## src/rtl/uart_tx_sched.sv

```systemverilog
// uart_tx_sched: two-requester round-robin scheduler in front of an 8N1-style
// serial transmitter. It accepts one byte per valid/ready handshake, and only
// while idle. The line and busy outputs come straight from flops.
module uart_tx_sched #(
    parameter int WIDTH        = 8,
    parameter int CLKS_PER_BIT = 2
) (
    input  logic             clk,
    input  logic             rst,
    input  logic             req0_valid,
    input  logic [WIDTH-1:0] req0_data,
    output logic             req0_ready,
    input  logic             req1_valid,
    input  logic [WIDTH-1:0] req1_data,
    output logic             req1_ready,
    output logic             uart_tx_line,
    output logic             busy,
    output logic             grant_id
);

    localparam int CW = $clog2(CLKS_PER_BIT) + 1;
    localparam int BW = $clog2(WIDTH) + 1;
    localparam logic [CW-1:0] CYC_LAST = CW'(CLKS_PER_BIT - 1);
    localparam logic [BW-1:0] BIT_LAST = BW'(WIDTH - 1);

    typedef enum logic [1:0] {IDLE, START, DATA, STOP} state_t;

    state_t           state_q, state_n;
    logic [CW-1:0]    cyc_q, cyc_n;
    logic [BW-1:0]    bit_q, bit_n;
    logic [WIDTH-1:0] shift_q, shift_n;
    logic             grant_q, grant_n;
    logic             line_q, line_n;
    logic             busy_q, busy_n;

    logic sel;
    logic offer;
    logic accept;
    logic bit_end;

    // Round-robin pick: on a tie, the requester that was not served last wins.
    // With a single valid requester, that requester is picked. Offers are made
    // only while idle and out of reset.
    always_comb begin
        sel    = (req0_valid && req1_valid) ? ~grant_q : req1_valid;
        offer  = (state_q == IDLE) && !rst && (req0_valid || req1_valid);
        accept = offer;
    end

    assign req0_ready   = offer && !sel;
    assign req1_ready   = offer && sel;
    assign uart_tx_line = line_q;
    assign busy         = busy_q;
    assign grant_id     = grant_q;
    assign bit_end      = (cyc_q == CYC_LAST);

    // Next-state logic. The registered line/busy values are computed for the
    // state being entered, so the outputs change exactly on bit boundaries.
    always_comb begin
        state_n = state_q;
        cyc_n   = cyc_q;
        bit_n   = bit_q;
        shift_n = shift_q;
        grant_n = grant_q;
        line_n  = line_q;
        busy_n  = busy_q;
        case (state_q)
            IDLE: begin
                line_n = 1'b1;
                busy_n = 1'b0;
                if (accept) begin
                    shift_n = sel ? req1_data : req0_data;
                    grant_n = sel;
                    state_n = START;
                    cyc_n   = '0;
                    bit_n   = '0;
                    line_n  = 1'b0;
                    busy_n  = 1'b1;
                end
            end
            START: begin
                if (bit_end) begin
                    state_n = DATA;
                    cyc_n   = '0;
                    bit_n   = '0;
                    line_n  = shift_q[0];
                end else begin
                    cyc_n = cyc_q + 1'b1;
                end
            end
            DATA: begin
                if (bit_end) begin
                    cyc_n   = '0;
                    shift_n = shift_q >> 1;
                    if (bit_q == BIT_LAST) begin
                        state_n = STOP;
                        bit_n   = '0;
                        line_n  = 1'b1;
                    end else begin
                        bit_n  = bit_q + 1'b1;
                        line_n = shift_n[0];
                    end
                end else begin
                    cyc_n = cyc_q + 1'b1;
                end
            end
            STOP: begin
                if (bit_end) begin
                    state_n = IDLE;
                    cyc_n   = '0;
                    line_n  = 1'b1;
                    busy_n  = 1'b0;
                end else begin
                    cyc_n = cyc_q + 1'b1;
                end
            end
            default: begin
                state_n = IDLE;
                cyc_n   = '0;
                bit_n   = '0;
                line_n  = 1'b1;
                busy_n  = 1'b0;
            end
        endcase
    end

    // State register. A reset abandons any frame in flight; grant_id resets
    // to 1 so that requester 0 wins the first tie.
    always_ff @(posedge clk) begin
        if (rst) begin
            state_q <= IDLE;
            cyc_q   <= '0;
            bit_q   <= '0;
            shift_q <= '0;
            grant_q <= 1'b1;
            line_q  <= 1'b1;
            busy_q  <= 1'b0;
        end else begin
            state_q <= state_n;
            cyc_q   <= cyc_n;
            bit_q   <= bit_n;
            shift_q <= shift_n;
            grant_q <= grant_n;
            line_q  <= line_n;
            busy_q  <= busy_n;
        end
    end

endmodule

```

## config.mk

```make
export PLATFORM = sky130hd
export DESIGN_NAME = uart_tx_sched
export DESIGN_NICKNAME = d
export VERILOG_FILES = /design/src/rtl/uart_tx_sched.sv
export SDC_FILE = /design/constraint.sdc
export NUM_CORES = 1
export LEC_CHECK = 0
export CORE_ASPECT_RATIO = 1.2
export CORE_MARGIN = 3
export CORE_UTILIZATION = 40
export DETAILED_ROUTE_END_ITERATION = 8
export PLACE_DENSITY = 0.66
export SYNTH_ARGS = -nofsm -noshare
export SYNTH_HDL_FRONTEND = slang
export SYNTH_SLANG_ARGS = --single-unit
```

## constraint.sdc

```tcl
create_clock -name clk -period 3.5 [get_ports clk]
set_clock_uncertainty 0.15 [all_clocks]
set_input_delay 0.7 -clock clk [delete_from_list [all_inputs] [get_ports clk]]
set_output_delay 0.7 -clock clk [all_outputs]
set_load 0.02 [all_outputs]
```

==> results of run 1 <==
==> cell usage after synthesis, types with 3 or more instances <==
library cell,n
dfxtp_1,19
nor2b_1,17
nand3_1,13
a21oi_1,12
nand2_1,8
a211oi_1,7
o41ai_1,7
ha_1,6
inv_1,5
nor2_1,5
clkbuf_1,4
nor3_1,3
o21ai_0,3
==> layer usage <==
layer  vias up  wire length, µm  track usage, %
met1       515             1040            16.9
met2        23             1370            30.3
met3         4              101            2.07
met4         0               30            7.48
met5         -                0               0
li1        552                -               -
==> power groups by stage <==
| stage | logic (mW) | registers [mW] | clock network (mW) |
|---|---|---|---|
| 5_1_grt | 0.537 | 0.339 | 0.131 |
| 3_5_place_dp | 0.475 | 0.335 | 0 |
| 3_3_place_gp | 0.465 | 0.334 | 0 |
| 4_1_cts | 0.477 | 0.330 | 0.122 |
| 6_report | 0.473 | 0.330 | 0.119 |
| 2_1_floorplan | 0.343 | 0.338 | 0 |
==> final timing paths <==
kind	start	to	slack, ns	cells after the start
worst max-delay path	req0_valid	req1_ready	0.38	4
worst min-delay path	shift_q[7]$_SDFFE_PP0P_	shift_q[7]$_SDFFE_PP0P_	0.32	2
worst max register to register	state_q[0]$_SDFFE_PP0P_	state_q[1]$_SDFFE_PP0P_	1.06	6
worst min register to register	shift_q[7]$_SDFFE_PP0P_	shift_q[7]$_SDFFE_PP0P_	0.32	2
==> metrics by stage <==
stage | area (µm²) | worst slack [ns] | power (mW) | util [%] | hold slack [ns]
2_1_floorplan | 1140 | 1.07 | 0.681 | - | 0.279
3_3_place_gp | 1400 | 0.450 | 0.798 | 53.4 | 0.292
3_5_place_dp | 1400 | 0.394 | 0.810 | 53.4 | 0.298
4_1_cts | 1430 | 0.385 | 0.930 | 54.4 | 0.315
5_1_grt | 1430 | 0.259 | 1.01 | 54.4 | 0.336
6_report | 1430 | 0.383 | 0.921 | 54.4 | 0.315
==> sequential cells by signal, indices dropped and copies added, names as in the netlist <==
name,cells
state_q,2
uart_tx_line,1
bit_q,4
grant_id,1
cyc_q,2
shift_q,8
busy,1
==> critical path, cell delays in order <==
cell,delay [ns]
clkdlybuf4s50_1,0.59
o21ba_2,0.22
and3_1,0.16
clkdlybuf4s50_1,0.60
==> kinds of logic after synthesis <==
family                   synth area share, %
AND/OR/NAND/NOR                         27.5
buffers and inverters                   6.05
flip-flops                              33.4
AO/OA/AOI/OAI                           23.7
adder cells (fa/ha/maj)                 6.60
multiplexers                            2.75
==> area by class of cell <==
| class | count | area share, % |
|---|---|---|
| sequential | 19 | 26.6 |
| multi-input combinational | 104 | 48.1 |
| clock buffer | 3 | 1.57 |
| tap | 33 | 2.89 |
| clock inverter | 1 | 0.350 |
| inverter | 6 | 1.57 |
| timing repair buffer | 28 | 18.9 |
==> impl_metrics.csv, run 1 <==
group,metric,value,unit
run_status,outcome,"finished, final reports clean",
cells_and_area,fillerInstances,271,
clocking,cts_resized,0,
cells_and_area,final_cell_mix,"24 x clkdlybuf4s50_1, 19 x dfxtp_1, 17 x nor2b_1",
yosys,ys_dominant_reg_cell,"dfxtp_1",
worst_setup_path,endpoint_kind,"output pin",
drt,vias,1094,
pwr,p_int,538,µW
drt,drtIter0Drc,26,
floorplan,dieHeight,64.4,µm
sta,fin_crit,3.12,ns
yosys,syn_inst,137,
drt,wl_per_cell,13.1,µm
clocking,cts_root_buffer,"clkbuf_4",
global_route,grt_pass1_vias,1070,
pwr,combPwrFrac,51.3,%
pwr,p_seq_share,35.8,%
drt,drt-pass1-iter-count,4,
drt,postRouteAntennaNets,0,
placement,dpl.hpwl,1910,µm
placement,dp.cells,190,
sta,tightest_slew,0.820,ns
cells_and_area,drive_gt1_share,8.07,%
cells_and_area,nets,188,
yosys,syn_avg_cell_area,8.30,µm²
drt,drt-vias-per-instance,5.64,
pwr,p_leak,0.548,nW
floorplan,start_util,43.3,%
floorplan,dieArea,0.00352,mm²
worst_setup_path,cp.arrival,2.27,ns
clocking,clkTransAtPathRegs,0.12,ns
yosys,ys_ff_latch,19,
sta,slew_headroom,45.4,%
floorplan,io_pins,25,
pwr,power.density,644,mW/mm²
global_route,grt_usage,16.3,%
floorplan,core-area,0.00263,mm²
clocking,numCtsBuffers,3,
yosys,synth.top_cell.area_share,33.4,%
worst_setup_path,critPathKind,"in -> out",
yosys,ys_seq_area_share,33.4,%
yosys,syn-cell-area,0.00114,mm²
sta,rsz0062_at_grt,"false",
pwr,max-vdd-ir-drop,0.350,mV
clocking,cts_hold_buf,0,
worst_setup_path,start_kind,"input pin",
cells_and_area,regArea,380,µm²
worst_setup_path,path_max_fanout,5,
yosys,synth_top_area_cell,"dfxtp_1",
worst_hold_path,hp-class,"reg -> reg",
global_route,grt_max_degree,28,
clocking,clock-sinks,19,
global_route,antenna_found_initial,0,
floorplan,rows,20,
cells_and_area,multi_input_area,688,µm²
clocking,cts.path.max_buffers,2,
drt,drcViolationCount,0,
pwr,switching_share,41.6,%
sta,clock.fmax,321,MHz
clocking,h-tree-depth,1,
placement,io_buffers,24,
yosys,synth-edff-count,0,
job,max_cap_violations,0,
floorplan,die_w,54.7,µm
cells_and_area,stdcell_count,194,
pwr,pwr-share-clk,12.9,%
yosys,ys_warn_count,0,
global_route,grt_pass1_wl,4310,µm
yosys,yosysUniqueCellTypes,35,
sta,period_share,89.0,%
sta,finalMaxSlewViolations,0,
cells_and_area,antenna_cells,0,
worst_setup_path,cp_data_required_time,2.65,ns
global_route,grt_overflow_total,0,
yosys,mappedNetlistNets,163,
clocking,post_cts_buffers,0,
drt,totalWireLength,2550,µm
pwr,p_switching,384,µW
sta,hold_violations,0,
cells_and_area,layout_commonest_cell,"clkdlybuf4s50_1",
clocking,cts_tree,"built",
sta,tns,0,ns
clocking,clkLatencyLatePin,0.30,ns
sta,setup_viol,0,
yosys,synth_area_leaders,"dfxtp_1 33%, nor2b_1 9.4%, ha_1 6.6%",
cells_and_area,area_growth_syn_to_layout,25.7,%
yosys,async_flop_share,0,%
placement,place_congestion,0.754,
No activity file was read; power rests on OpenSTA's default activity.
==> inputs of run 2 (changes only) <==
Settings changed: SKIP_CTS_REPAIR_TIMING set to 1.
==> results of run 2 <==
The final DEF is identical to that of run 1; final timing and power are the same.
